--- src/rtl/wb_scoreboard_pkg.sv ---
// Shared types and helpers for the write-back scoreboard.
// Hazard helper treats register 0 as "no register".
package wb_scoreboard_pkg;

  localparam int REG_ADDR_W = 5;
  localparam int XLEN       = 32;
  localparam int NUM_REGS   = 1 << REG_ADDR_W;

  typedef struct packed {
    logic [REG_ADDR_W-1:0] rd;
    logic [XLEN-1:0]       data;
  } wb_entry_t;

  function automatic logic reg_hazard(
    input logic [NUM_REGS-1:0]   mask,
    input logic [REG_ADDR_W-1:0] rs1,
    input logic [REG_ADDR_W-1:0] rs2,
    input logic [REG_ADDR_W-1:0] rd
  );
    return ((rs1 != 5'd0) && mask[rs1]) ||
           ((rs2 != 5'd0) && mask[rs2]) ||
           ((rd  != 5'd0) && mask[rd]);
  endfunction

endpackage

--- src/rtl/wb_fifo.sv ---
// Write-back result queue: two ordered push ports (a before b), one pop port.
// DEPTH must be a power of two so the pointers wrap naturally.
module wb_fifo
  import wb_scoreboard_pkg::*;
#(
  parameter int  DEPTH = 4,
  localparam int AW    = $clog2(DEPTH),
  localparam int CW    = AW + 1
) (
  input  logic          clk,
  input  logic          rst_n,
  input  logic          push_a,
  input  wb_entry_t     data_a,
  input  logic          push_b,
  input  wb_entry_t     data_b,
  input  logic          pop,
  output wb_entry_t     head,
  output logic [CW-1:0] count
);

  wb_entry_t     mem_q [DEPTH];
  wb_entry_t     mem_d [DEPTH];
  logic [AW-1:0] wr_ptr_q, wr_ptr_d;
  logic [AW-1:0] rd_ptr_q, rd_ptr_d;
  logic [AW-1:0] slot_b_s;
  logic [CW-1:0] count_q, count_d;

  // Port b lands right behind port a when both push in one cycle.
  always_comb begin
    mem_d = mem_q;
    slot_b_s = push_a ? (wr_ptr_q + AW'(1'b1)) : wr_ptr_q;
    mem_d[wr_ptr_q] = push_a ? data_a : mem_q[wr_ptr_q];
    mem_d[slot_b_s] = push_b ? data_b : mem_d[slot_b_s];
    wr_ptr_d = wr_ptr_q + AW'(push_a) + AW'(push_b);
    rd_ptr_d = rd_ptr_q + AW'(pop);
    count_d  = count_q + CW'(push_a) + CW'(push_b) - CW'(pop);
  end

  always_ff @(posedge clk or negedge rst_n) begin
    if (!rst_n) begin
      mem_q    <= '{default: '0};
      wr_ptr_q <= '0;
      rd_ptr_q <= '0;
      count_q  <= '0;
    end else begin
      mem_q    <= mem_d;
      wr_ptr_q <= wr_ptr_d;
      rd_ptr_q <= rd_ptr_d;
      count_q  <= count_d;
    end
  end

  assign head  = mem_q[rd_ptr_q];
  assign count = count_q;

endmodule

--- src/rtl/wb_scoreboard.sv ---
// Write-back initiator with pending-destination scoreboard for the integer bank.
// Optional feature: WB_BYPASS_EN forwards the committing value and relaxes hazards.
module wb_scoreboard
  import wb_scoreboard_pkg::*;
#(
  parameter int DEPTH = 4
) (
  input  logic                  clk,
  input  logic                  rst_n,
  input  logic                  issue_valid,
  input  logic [REG_ADDR_W-1:0] issue_rd,
  input  logic [REG_ADDR_W-1:0] issue_rs1,
  input  logic [REG_ADDR_W-1:0] issue_rs2,
  output logic                  issue_ready,
  input  logic                  alu_valid,
  output logic                  alu_ready,
  input  logic [REG_ADDR_W-1:0] alu_rd,
  input  logic [XLEN-1:0]       alu_data,
  input  logic                  ld_valid,
  output logic                  ld_ready,
  input  logic [REG_ADDR_W-1:0] ld_rd,
  input  logic [XLEN-1:0]       ld_data,
  output logic                  regwrite,
  output logic [REG_ADDR_W-1:0] rdaddr,
  output logic [XLEN-1:0]       rddata,
  output logic                  err
`ifdef WB_BYPASS_EN
  ,
  output logic                  fwd_valid1,
  output logic                  fwd_valid2,
  output logic [XLEN-1:0]       fwd_data1,
  output logic [XLEN-1:0]       fwd_data2
`endif
);

  localparam int CW = $clog2(DEPTH) + 1;

  logic [NUM_REGS-1:0]   pending_q, pending_d;
  logic [NUM_REGS-1:0]   clr_mask_s, set_mask_s, hazard_mask_s;
  logic                  regwrite_q, regwrite_d;
  logic [REG_ADDR_W-1:0] rdaddr_q, rdaddr_d;
  logic [XLEN-1:0]       rddata_q, rddata_d;
  logic                  err_q, err_d;

  logic [CW-1:0]         count_s, free_s;
  wb_entry_t             head_s, ld_ent_s, alu_ent_s, data_a_s;
  logic                  push_a_s, push_b_s, pop_s;
  logic                  ld_live_s, alu_live_s, issue_set_s;

  assign clr_mask_s = regwrite_q ? (NUM_REGS'(1) << rdaddr_q) : '0;

`ifdef WB_BYPASS_EN
  // The committing register is readable from the bypass, so it no longer hazards.
  assign hazard_mask_s = pending_q & ~clr_mask_s;
  assign fwd_valid1    = regwrite_q && (rdaddr_q != 5'd0) && (issue_rs1 == rdaddr_q);
  assign fwd_valid2    = regwrite_q && (rdaddr_q != 5'd0) && (issue_rs2 == rdaddr_q);
  assign fwd_data1     = rddata_q;
  assign fwd_data2     = rddata_q;
`else
  assign hazard_mask_s = pending_q;
`endif

  assign issue_ready = !reg_hazard(hazard_mask_s, issue_rs1, issue_rs2, issue_rd);
  assign issue_set_s = issue_valid && issue_ready && (issue_rd != 5'd0);
  assign set_mask_s  = issue_set_s ? (NUM_REGS'(1) << issue_rd) : '0;

  assign free_s    = CW'(DEPTH) - count_s;
  assign ld_ready  = (free_s >= CW'(1));
  assign alu_ready = (free_s >= CW'(2));

  assign ld_live_s  = ld_valid  && ld_ready  && (ld_rd  != 5'd0);
  assign alu_live_s = alu_valid && alu_ready && (alu_rd != 5'd0);
  assign ld_ent_s   = '{rd: ld_rd,  data: ld_data};
  assign alu_ent_s  = '{rd: alu_rd, data: alu_data};

  // Output register reload: queue head, else load, else ALU; spill the rest in order.
  always_comb begin
    push_a_s   = 1'b0;
    push_b_s   = 1'b0;
    data_a_s   = ld_ent_s;
    pop_s      = 1'b0;
    regwrite_d = 1'b0;
    rdaddr_d   = rdaddr_q;
    rddata_d   = rddata_q;
    if (count_s != CW'(0)) begin
      regwrite_d = 1'b1;
      rdaddr_d   = head_s.rd;
      rddata_d   = head_s.data;
      pop_s      = 1'b1;
      push_a_s   = ld_live_s;
      push_b_s   = alu_live_s;
    end else if (ld_live_s) begin
      regwrite_d = 1'b1;
      rdaddr_d   = ld_rd;
      rddata_d   = ld_data;
      push_a_s   = alu_live_s;
      data_a_s   = alu_ent_s;
    end else if (alu_live_s) begin
      regwrite_d = 1'b1;
      rdaddr_d   = alu_rd;
      rddata_d   = alu_data;
    end else begin
      regwrite_d = 1'b0;
    end
  end

  // Set wins over clear; a completion nobody is waiting for flags err.
  always_comb begin
    pending_d = ((pending_q & ~clr_mask_s) | set_mask_s) & ~NUM_REGS'(1);
    err_d = err_q
          | (ld_live_s  && !pending_q[ld_rd]  && !(issue_set_s && (issue_rd == ld_rd)))
          | (alu_live_s && !pending_q[alu_rd] && !(issue_set_s && (issue_rd == alu_rd)));
  end

  wb_fifo #(.DEPTH(DEPTH)) u_fifo (
    .clk    (clk),
    .rst_n  (rst_n),
    .push_a (push_a_s),
    .data_a (data_a_s),
    .push_b (push_b_s),
    .data_b (alu_ent_s),
    .pop    (pop_s),
    .head   (head_s),
    .count  (count_s)
  );

  always_ff @(posedge clk or negedge rst_n) begin
    if (!rst_n) begin
      pending_q  <= '0;
      regwrite_q <= 1'b0;
      rdaddr_q   <= '0;
      rddata_q   <= '0;
      err_q      <= 1'b0;
    end else begin
      pending_q  <= pending_d;
      regwrite_q <= regwrite_d;
      rdaddr_q   <= rdaddr_d;
      rddata_q   <= rddata_d;
      err_q      <= err_d;
    end
  end

  assign regwrite = regwrite_q;
  assign rdaddr   = rdaddr_q;
  assign rddata   = rddata_q;
  assign err      = err_q;

endmodule

--- config.mk ---
export PLATFORM = sky130hd
export DESIGN_NAME = wb_scoreboard
export DESIGN_NICKNAME = d
export VERILOG_FILES = /design/src/rtl/wb_scoreboard_pkg.sv /design/src/rtl/wb_fifo.sv /design/src/rtl/wb_scoreboard.sv
export SDC_FILE = /design/constraint.sdc
export NUM_CORES = 1
export LEC_CHECK = 0
export ABC_CLOCK_PERIOD_IN_PS = 4950
export BUFFER_PORTS_ARGS = -buffer_cell sky130_fd_sc_hd__buf_2
export CORE_ASPECT_RATIO = 0.7
export CORE_UTILIZATION = 30
export CTS_BUF_LIST = sky130_fd_sc_hd__clkbuf_4
export DETAILED_ROUTE_END_ITERATION = 16
export SETUP_SLACK_MARGIN = 0.05
export SLEW_MARGIN = 10
export SYNTH_ARGS = -nofsm -noshare
export SYNTH_HDL_FRONTEND = slang
export SYNTH_HIERARCHICAL = 1
export SYNTH_SLANG_ARGS = --single-unit
--- constraint.sdc ---
create_clock -name clk -period 4.95 [get_ports clk]
set_input_delay 0.2475 -clock clk [delete_from_list [all_inputs] [get_ports clk]]
set_output_delay 0.2475 -clock clk [all_outputs]
set_load 0.1 [all_outputs]
==> summary by stage, run 1 <==
Logic synthesis
By area the synthesized netlist is led by sky130_fd_sc_hd__dfrtp_1, sky130_fd_sc_hd__mux4_2, sky130_fd_sc_hd__mux2_2. After synthesis, flip-flops and latches occupy 33.55% of the total area. The synthesized design spends more area on one cell type than any other, namely sky130_fd_sc_hd__dfrtp_1. The number of nets in the synthesized netlist is 1805.

The cell count after synthesis is 1698. Counting flops and latches in the post-synthesis netlist gives 225. The count of yosys warnings during synthesis is 6. The primary flip-flop cell chosen by synthesis mapping is sky130_fd_sc_hd__dfrtp_1. The post-synthesis area per instance is just under 10 um^2. Synthesis instantiated between 70 and 80 different standard cells from the library.

The cell area that synthesis handed to floorplanning was 0.01678 mm^2. The share of flip-flops with an asynchronous set or reset after synthesis is 100.0%. Yosys mapped a number of flops with a built-in enable equal to 0. The share of synthesized area in the top cell type comes to 33.55%.

STA
Setup repair after global routing left no endpoint under its margin. The upper clock frequency limit is 227.3 MHz. The number of pins exceeding their max-slew limit in the final report is 0.

The final number of setup-violating endpoints is 0. The worst slew margin relative to its limit is between 20 and 30%. For the pin with the worst max-slew slack, the measured transition is around 1.1 ns.

After routing, the total negative slack on setup checks comes to 0 ns. The minimum period implied by the final worst setup slack is between 4 and 5 ns. The final worst clock skew is 0.03697 ns. The final cycle utilization of the critical path is 88.88%.

After layout, the worst setup slack is 0.5506 ns. The final-report hold violation count came to 0.

Clocking
The maximum clock insertion buffer count is 3. The tree is rooted in a sky130_fd_sc_hd__clkbuf_4. Clock tree synthesis inserted a total of 69 buffers.

The clock slew at the register clock pins of the worst setup and hold paths is 0.08 ns. The CTS tree is done. The clock latency at the later pin of the worst-skew pair is around 0.76 ns.

The clock tree synthesis step divided the H-tree into 3 levels. The number of sinks handled by clock tree synthesis is 225.

Placed design
After legalization and detailed placement, the total HPWL measured 36290 um. The last weighted congestion value of the routability-driven placer is between 0.9 and 1. The worst slack at placement is around 0.63 ns. The count of input and output buffers is 135.

Global route
The overall overflow remaining after global route is 0. The number of antenna violations at the first check in global routing is 4. Global routing used 20.20% of the available tracks across all layers. The largest net degree at the start of global routing is 94. The number of global-route vias before repair is approximately 15k.

The wire length of the first global-routing pass is 90370 um.

Route
The number of iterations in the first detailed-routing pass is 5. After detailed routing, the number of vias per cell comes to slightly below 6. Once detail routing completed, the nets flagged for antenna violations numbered 0. The post-detailed-routing wire length is approximately 58000 um. The final route contains 15.41k vias. The wire length per cell after detailed routing is 21.86 um.

The iteration-0 DRC count of the detailed router is 1611. The count of unresolved DRC violations after routing is 0.

Floorplan
The die footprint is 0.05690 mm^2. The initial utilization of the core area, before any placement, comes to 30.39%. In this run the vertical extent of the chip is 199.9 um. The die span in x is 284.7 um. The placeable core region is 0.05522 mm^2. The initialized floorplan defines 72 standard-cell rows. For this design the top-level I/O count stands at 136.

Setup path
For the worst setup path, the data arrival time is around 5 ns. For the worst setup path, the data required time is 5.54 ns. The critical path is of the register to register type.

Among all stages on the critical path, the largest delay is contributed by sky130_fd_sc_hd__or4b_2. The signal on the critical path passes through inv_1 -> ha_1 -> ha_4 -> or4b_2 -> and2_1 -> nand2_4 -> or2_2 -> mux2_2 -> and2_1 -> a221oi_2 -> a21oi_1 -> and2_1 -> o32ai_2 -> o22ai_1. The biggest cell delay along the critical path is 0.60 ns.

In this run the worst path has a maximum fanout of 21. The most frequent cell on the critical path is sky130_fd_sc_hd__and2_1. The startpoint type of the worst setup path is a register. The endpoint class of the critical path is a register.

Run
Across the run, the number of max-cap violations was 0.

Final layout
The number of fill cells in the layout is 5531. The proportion of layout cells with a drive suffix above 1 is between 20% and 30%. The multi-input combinational cell area is 0.01046 mm^2. The layout-stage area growth over the synthesis result is 17.05%. The sequential standard cell area is 0.005638 mm^2.

Leaving out fill and tap cells, the most frequent cell in the layout is sky130_fd_sc_hd__dfrtp_1. After the last flow step, the layout net total stands at 1959. In the layout the commonest cells are sky130_fd_sc_hd__dfrtp_1, sky130_fd_sc_hd__nand2_1, sky130_fd_sc_hd__buf_2, sky130_fd_sc_hd__o21ai_1, sky130_fd_sc_hd__mux2_2.

Run status
The run finished with clean final reports.

Min path
The classification of the worst-slack hold path is primary input to register.
==> area by class of cell <==
| cell class | count | share of cell area (%) |
|---|---|---|
| Inverter | 19 | 0.3695 |
| Antenna cell | 2 | 0.02548 |
| Tap cell | 740 | 4.714 |
| Sequential cell | 225 | 28.70 |
| Clock buffer | 100 | 3.822 |
| Timing Repair Buffer | 245 | 8.739 |
| Multi-Input combinational cell | 1292 | 53.25 |
| Clock inverter | 20 | 0.3822 |
==> logic make-up after synthesis <==
family	synth area share (%)
muxes	24.06
AOI/OAI and AO/OA	24.96
DFF	33.55
buffers and inverters	4.899
and+or+nand+nor	10.70
xor gates and xnor gates	0.7307
adders and majority gates	1.104
==> sequential cells by signal (all words and copies together) (netlist names) <==
name             flops
u_fifo/mem_q       148
rddata              32
hazard_mask_s       31
rdaddr               5
u_fifo/count         3
u_fifo/rd_ptr_q      2
u_fifo/wr_ptr_q      2
err                  1
regwrite             1
==> through the flow <==
step | std cells | area [um^2] | utilization, % | hold WS [ns]
after floorplan | 1698 | 16780 | - | -0.04809
after global placement | 2449 | 18090 | 32.76 | 0.3377
after detailed placement | 2449 | 18090 | 32.76 | 0.3468
after CTS | 2641 | 19640 | 35.56 | 0.01360
after global routing | 2643 | 19640 | 35.57 | 0.04679
final | 2643 | 19640 | 35.57 | 0.05164
==> worst max-delay path: cells and delay by family (launching register included) <==
kind                       cells  cell delay, ns
buffers and inverters          1            0.08
muxes                          1            0.41
adders and majority gates      2            0.50
AOI/OAI and AO/OA              4            0.92
DFF                            1            0.40
and+or+nand+nor                6            1.93
==> metal layers <==
metal | track usage [%] | up-vias | part of all wire, %
li1 | - | 6895 | -
met5 | 0 | - | 0.048
met4 | 6.491 | 4 | 2.1
met2 | 30.98 | 789 | 45
met3 | 5.568 | 118 | 9.8
met1 | 27.55 | 7599 | 43
==> cells in the mapped netlist, drive strengths merged, types with 7 or more instances <==
cell / number
o32ai: 13
mux2: 110
nand2: 167
clkbuf: 100
inv: 19
a22oi: 44
dfrtp: 225
a31oi: 7
a221oi: 31
o31ai: 28
nand3: 15
buf: 62
o21ai: 216
nand3b: 9
xnor2: 9
o22a: 16
nor3: 12
and2: 44
o211ai: 93
mux2i: 73
o2111ai: 23
nor2: 103
a21oi: 91
nand2b: 8
mux4: 91
ha: 10
o22ai: 17
==> final timing paths <==
check	start	end	slack, ns	cells after the start
max in group asynchronous	rst_n	u_fifo/mem_q[121]	3.72	3
worst min-delay path	ld_data[17]	rddata[17]	0.05	4
min in group asynchronous	rst_n	u_fifo/mem_q[3]	0.14	2
worst max-delay path	u_fifo/count[0]	u_fifo/mem_q[94]	0.55	14
worst max register to register	u_fifo/count[0]	u_fifo/mem_q[94]	0.55	14
worst min register to register	rddata[9]	rddata[9]	0.50	1
==> what timing repair did <==
action / CTS / global route
gates resized for setup: 0 / 0
buffers inserted: 0 / 0
hold buffers: 72 / 0
endpoints found under the hold margin: 288 / 0
Power of run 1 is not shown: default switching activity piles up to over one toggle a cycle in this logic, so the estimate is an artifact.
==> inputs of run 2 (changes only) <==
--- a/config.mk
+++ b/config.mk
@@ -6,7 +6,7 @@
 export NUM_CORES = 1
 export LEC_CHECK = 0
 export ABC_CLOCK_PERIOD_IN_PS = 4950
-export BUFFER_PORTS_ARGS = -buffer_cell sky130_fd_sc_hd__buf_2
+export BUFFER_PORTS_ARGS = -buffer_cell sky130_fd_sc_hd__buf_4
 export CORE_ASPECT_RATIO = 0.7
 export CORE_UTILIZATION = 30
 export CTS_BUF_LIST = sky130_fd_sc_hd__clkbuf_4
==> run 2 against run 1 <==
  * Register-to-register slack worse by 0.17 ns
  * Via count hardly changed
  * Fmax is 3.7% lower
  * Worst setup slack worse by 0.17 ns
  * Final cell count stayed put
  * Global-route usage hardly changed
  * Flip-flop and latch count stayed put
  * Core utilization is 0.80 points higher
  * First-iteration DRC count is 0.87% lower
  * Sequential share of layout area is 0.63 points lower
  * Critical endpoint is now u_fifo/mem_q[37]
  * Highest routed layer is now met4
==> summary by stage, run 2 (synthesized netlist as in run 1, its figures left out) <==
Run status
The run finished with clean final reports.

Route
The count of unresolved DRC violations after routing is 0. The via count is ~15k. The number of antenna-violating nets in the routed design is 0. For this block, the initial DRC count from the detailed router was ~1.6k. For this block, the routed nets add up to 58300 um of wire.

The number of iterations in the first detailed-routing pass is 8. The wire length per cell after detailed routing is 22.06 um. The via count normalized by instance count is between 5 and 6.

Global route
The wire length of the first global-routing pass is 90070 um. Across every metal layer, demand over resource in global routing totals 20.17%. The overall overflow remaining after global route is 0. The met3 capacity usage during global routing is 4.273%.

The number of antenna violations at the first check in global routing was 1. The number of global-route vias before repair is 15.23k. The fraction of met2 tracks used by global routing is 30.98%.

For met1 alone, demand over resource in global routing was 27.59%. The largest net degree at the start of global routing is 159. met2 is the most crowded layer.

Setup path
The maximum net fanout on the critical path is 20. The signal arrival time at the worst endpoint is 5.14 ns. STA classifies the critical path startpoint as a register. Broken down by cell family, the worst path's largest delay share belongs to simple AND/OR/NAND/NOR gates. The worst setup path is captured at a register. The worst setup path is of the register to register kind.

By instance count, the cell type seen most on the critical path is sky130_fd_sc_hd__and2_1. STA puts the critical path data required time at 5.52 ns. The biggest cell delay along the critical path is 0.59 ns.

Walking the worst path, the cells encountered are inv_1 -> ha_1 -> ha_4 -> or4b_2 -> and2_1 -> nand2_4 -> or2_2 -> mux2_2 -> and2_1 -> a221oi_2 -> a21oi_1 -> and2_1 -> o32ai_2 -> o21ai_1. The slowest stage cell on the critical path is sky130_fd_sc_hd__or4b_2. The sum of buffers and inverters on the critical path is 1.

STA
The final number of setup-violating endpoints is 0. The worst-margin pin slew is 1.064 ns. The smallest clock period supported by the final layout is computed as approximately 4.6 ns. The final-report hold violation count was 0. The setup total negative slack is 0 ns. Setup repair after global routing left no endpoint under its margin. The slack of the critical path is 0.3827 ns. Derived from the worst setup path, the maximum achievable clock frequency is roughly 220 MHz.

The final worst clock skew is 0.05319 ns. The number of pins exceeding their max-slew limit in the final report is 0. The final critical path takes up 92.27% of the cycle.

The worst slew margin relative to its limit is between 20 and 30%.

Clocking
The root buffer selected by CTS is sky130_fd_sc_hd__clkbuf_4. The clock latency at the later pin of the worst-skew pair is 0.77 ns. The maximum clock insertion buffer count is 3.

The number of sinks handled by clock tree synthesis is approximately 230. Post-CTS timing repair inserted 0 buffers for setup. CTS built an H-tree with a depth of 3.

Clock-pin slew was measured on the worst setup and hold paths at about 0.070 ns. TritonCTS built the clock tree. The post-CTS resize count is 0. The number of buffers added by the clock tree synthesis step is 69.

Buffers inserted to repair hold after CTS numbered between 70 and 80.

Final layout
The number of nets in the finished design is 1958. Leaving out fill and tap cells, the most frequent cell in the layout is sky130_fd_sc_hd__dfrtp_1. Summing all flip-flop and latch instances after layout gives 0.005638 mm^2. The layout-stage area growth over the synthesis result is 19.68%. The library cells used most frequently in the layout, excluding fill and tap cells, are sky130_fd_sc_hd__dfrtp_1, sky130_fd_sc_hd__nand2_1, sky130_fd_sc_hd__buf_4. After routing the design area is 0.02008 mm^2.

The register with the most flip-flops in the layout has 148 of them. In the final layout, the share of cells above drive strength 1 is 29.44%. Summing all multi-input logic gate instances after layout gives between 0.01 and 0.015 mm^2.

The filler cells instantiated in the layout total 5443. Ranked by flip-flop count, first place goes to u_fifo/mem_q.

Floorplan
The initial core utilization is 30.39%. In this run the standard cell core region covers 0.05522 mm^2. The die covers 0.05690 mm^2. The I/O pin total is 136.

Row generation in the floorplan step produced between 70 and 80 rows. The height of the chip is around 200 um. The die span in x is 284.7 um.

Placed design
The count of buffers added on input and output ports is about 140. Prior to clock tree synthesis, the placed netlist has a worst setup slack of 0.3735 ns. Detailed placement finished with a half-perimeter wire length of 35840 um. The last weighted congestion value of the routability-driven placer is 0.9069. Once placement finished, the instance area stood at 0.01843 mm^2.

Min path
The classification of the worst-slack hold path is primary input to asynchronous set/reset pin.

Run
Max-cap violations in this run came to 0.
-- run 2: changes by cell type in the layout (fill, tap and decap cells not counted), sizes merged, moves of 3 or more --
cell and delta:
inv -4, clkinv +3, buf -7, dlygate4sd3 +6, clkinvlp +3
-- run 2: layout make-up --
| type | count | area share, % |
|---|---|---|
| Antenna cell | 1 | 0.01246 |
| Clock buffer | 99 | 3.700 |
| Clock inverter | 23 | 0.6541 |
| Inverter | 19 | 0.3613 |
| Multi-Input combinational cell | 1292 | 52.15 |
| Sequential cell | 225 | 28.07 |
| Tap cell | 740 | 4.610 |
| Timing Repair Buffer | 244 | 10.44 |
-- run 2: through the flow --
stage                     utilization, %  hold slack, ns  instances
after floorplan                        -        -0.04809       1698
after global placement             33.37          0.2292       2442
after detailed placement           33.37          0.2286       2442
after CTS                          36.36         0.01633       2642
after global routing               36.37         0.07771       2643
final                              36.37         0.04134       2643
-- run 2: worst paths after layout --
check / end / from / slack (ns) / cells past startpoint
worst max-delay path: u_fifo/mem_q[37] / u_fifo/count[0] / 0.38 / 14
worst min-delay path: rddata[7] / rst_n / 0.04 / 2
worst max register to register: u_fifo/mem_q[37] / u_fifo/count[0] / 0.38 / 14
worst min register to register: rddata[2] / rddata[2] / 0.51 / 1
max in group asynchronous: u_fifo/wr_ptr_q[1] / rst_n / 3.50 / 3
min in group clk: rddata[9] / ld_data[9] / 0.09 / 4
-- run 2: routing by layer --
metal / vias to the layer above / routed length [um] / part of all wire [%]
li1: 6878 / - / -
met1: 7513 / 24920 / 43
met2: 858 / 26220 / 45
met3: 142 / 5447 / 9.3
met4: 0 / 1716 / 2.9
met5: - / 0 / 0
Power of run 2 is left out for the same reason.
==> inputs of run 3 (changes only) <==
==> constraint.sdc (replaced) <==
create_clock -name clk -period 4.95 [get_ports clk]
set_input_delay 1.2375 -clock clk [delete_from_list [all_inputs] [get_ports clk]]
set_output_delay 1.2375 -clock clk [all_outputs]
set_load 0.1 [all_outputs]
==> run 3 against run 2 <==
  * Clock-buffer cell count decreased by 2
  * Routed wire length is 1.4% lower
  * Core utilization fell by 1.4 points
  * Non-clock buffer count down 71
  * Worst setup slack worse by 0.048 ns
  * Largest cell class unchanged
  * Fmax fell by 1.0%
  * Critical endpoint is now issue_ready
  * Global-route usage decreased by 0.17 points
==> summary by stage, run 3 (synthesized netlist as in run 1, its figures left out) <==
Final layout
Leaving out fill and tap cells, the most frequent cell in the layout is sky130_fd_sc_hd__dfrtp_1. Compared with the post-synthesis result, the final layout area differs by 14.95%. The finished layout holds approximately 2.6k standard cells, fillers aside. u_fifo/mem_q holds more flip-flops than any other register. The register with the most flip-flops in the layout has 148 of them.

The proportion of layout cells with a drive suffix above 1 is between 30% and 40%. For this run, the post-layout net count is approximately 1.9k. In the layout the commonest cells are sky130_fd_sc_hd__dfrtp_1, sky130_fd_sc_hd__nand2_1, sky130_fd_sc_hd__buf_4.

Setup path
The setup path with the least slack is of type primary input to output port. The worst setup path is launched from a primary input. The maximum net fanout on the critical path is 20. Data on the critical path arrives at its endpoint at 3.38 ns. STA classifies the critical path endpoint as an output port. At the worst endpoint, the required time is ~3.7 ns.

Placed design
The worst slack at placement is 0.3489 ns. Detailed placement finished with a half-perimeter wire length of between 30000 and 40000 um. Routability-driven placement finished with a final weighted congestion of around 0.9.

Port buffering added 135 buffers. The number of instances in the placed design is 2449.

Route
In the routed design, unresolved DRC markers number 0. Summing over every cut layer, the via total after detailed routing is 15.17k. The wire length per cell after detailed routing is approximately 22 um. The iteration-0 DRC count of the detailed router is 1606. The number of iterations in the first detailed-routing pass is 6. The number of antenna-violating nets in the routed design is 0. For this block, the routed nets add up to 57510 um of wire. The via count normalized by instance count is a little under 6.

Clocking
The number of buffers inserted by post-CTS setup repair is 0. Once the clock tree was built, the resizer swapped 0 gates to a different size. TritonCTS created 68 clock buffers. Clock-pin slew was measured on the worst setup and hold paths at 0.06 ns.

The count of hold-fix buffers inserted at cts is 0. The clock passes through at most 3 buffers. The clock net in this run drives a total of 225 sinks. The deepest level of the CTS H-tree is 3.

TritonCTS built the clock tree. The clock reaches the later pin of the worst-skew pair after 0.78 ns. The root buffer selected by CTS is sky130_fd_sc_hd__clkbuf_4.

Global route
The largest net degree at the start of global routing is roughly 140. Across every metal layer, demand over resource in global routing totals 20.01%. The number of antenna violations at the first check in global routing is 2.

The overall overflow remaining after global route is 0. The wire length of the first global-routing pass is 89140 um. The number of global-route vias before repair is 14.86k.

STA
In this run the tightest slew margin relative to its limit is about a third. For the finished layout, the period the worst path requires is 4.615 ns. The number of pins exceeding their max-slew limit in the final report is 0.

Setup repair after global routing left no endpoint under its margin. The final worst clock skew is 0.04952 ns. Static timing analysis puts the maximum clock frequency at approximately 220 MHz.

In the post-route analysis, the smallest setup slack over all paths is between 0.3 and 0.4 ns. The hold slack is 0.3456 ns. Setup violations remaining at the end of the flow were counted as 0. The worst path uses between 90 and 100% of the clock period.

The final-report hold violation count is 0. For the pin with the worst max-slew slack, the measured transition is between 1 and 1.5 ns. The setup total negative slack is 0 ns.

Floorplan
The standard-cell row count is 72. The height of the chip is roughly 200 um. The floorplan step set the die width to 284.7 um. During I/O placement, the number of pins put on the boundary was 136.

The die covers 0.05690 mm^2. The floorplan step defined a core boundary enclosing roughly 0.055 mm^2. Once the floorplan was initialized, standard cells occupied 30.39% of the core.

Min path
The min-delay analysis places its worst path in the category primary input to asynchronous set/reset pin.

Run status
The flow ran to the end, and the final reports show no timing, DRC or antenna violations.

Run
The number of violations of the max-capacitance limit is 0.
-- run 3: cell count changes in the layout (fill, tap and decap cells not counted) --
| cell | before | now |
|---|---|---|
| sky130_fd_sc_hd__buf_12 | 5 | 6 |
| sky130_fd_sc_hd__buf_4 | 160 | 166 |
| sky130_fd_sc_hd__bufinv_16 | 1 | 0 |
| sky130_fd_sc_hd__clkbuf_4 | 99 | 97 |
| sky130_fd_sc_hd__clkinv_1 | 11 | 12 |
| sky130_fd_sc_hd__clkinv_2 | 7 | 3 |
| sky130_fd_sc_hd__clkinvlp_4 | 3 | 0 |
| sky130_fd_sc_hd__diode_2 | 1 | 3 |
| sky130_fd_sc_hd__dlygate4sd3_1 | 78 | 0 |
-- run 3: metal layers --
layer	GRT usage [%]	share of wire, %
met2	30.76	45
met3	4.898	9.0
met4	7.009	2.8
met5	0	0
met1	27.39	43
-- run 3: worst paths after layout --
path | startpoint | endpoint | slack (ns) | depth (start not counted)
min in group clk | rddata[11] | rddata[11] | 0.51 | 1
worst max-delay path | issue_rd[1] | issue_ready | 0.33 | 8
worst max register to register | u_fifo/count[0] | u_fifo/mem_q[105] | 0.54 | 15
worst min register to register | rddata[11] | rddata[11] | 0.51 | 1
worst min-delay path | rst_n | u_fifo/mem_q[142] | 0.35 | 1
max in group asynchronous | rst_n | u_fifo/wr_ptr_q[0] | 3.49 | 2
-- run 3: worst max-delay path, stage by stage --
cell and delay [ns]:
sky130_fd_sc_hd__buf_4 0.26, sky130_fd_sc_hd__mux4_1 0.59, sky130_fd_sc_hd__mux2_4 0.29, sky130_fd_sc_hd__o22ai_2 0.13, sky130_fd_sc_hd__a21oi_1 0.08, sky130_fd_sc_hd__or3_1 0.41, sky130_fd_sc_hd__inv_1 0.09, sky130_fd_sc_hd__buf_4 0.28
-- run 3: final cells by class --
| class | instances | area [um^2] |
|---|---|---|
| Sequential cell | 225 | 5638 |
| Inverter | 19 | 72.57 |
| Antenna cell | 3 | 7.507 |
| Clock buffer | 97 | 728.2 |
| Fill cell | 5490 | 35930 |
| Timing Repair Buffer | 173 | 1381 |
| Multi-Input combinational cell | 1292 | 10470 |
| Clock inverter | 16 | 62.56 |
| Tap cell | 740 | 925.9 |
-- run 3: metrics by stage --
stage | instance area (um^2) | util (%)
after CTS | 19280 | 34.92
final | 19290 | 34.93
after global placement | 18490 | 33.49
after floorplan | 16780 | -
after detailed placement | 18490 | 33.49
after global routing | 19290 | 34.93
Power of run 3 is left out for the same reason.
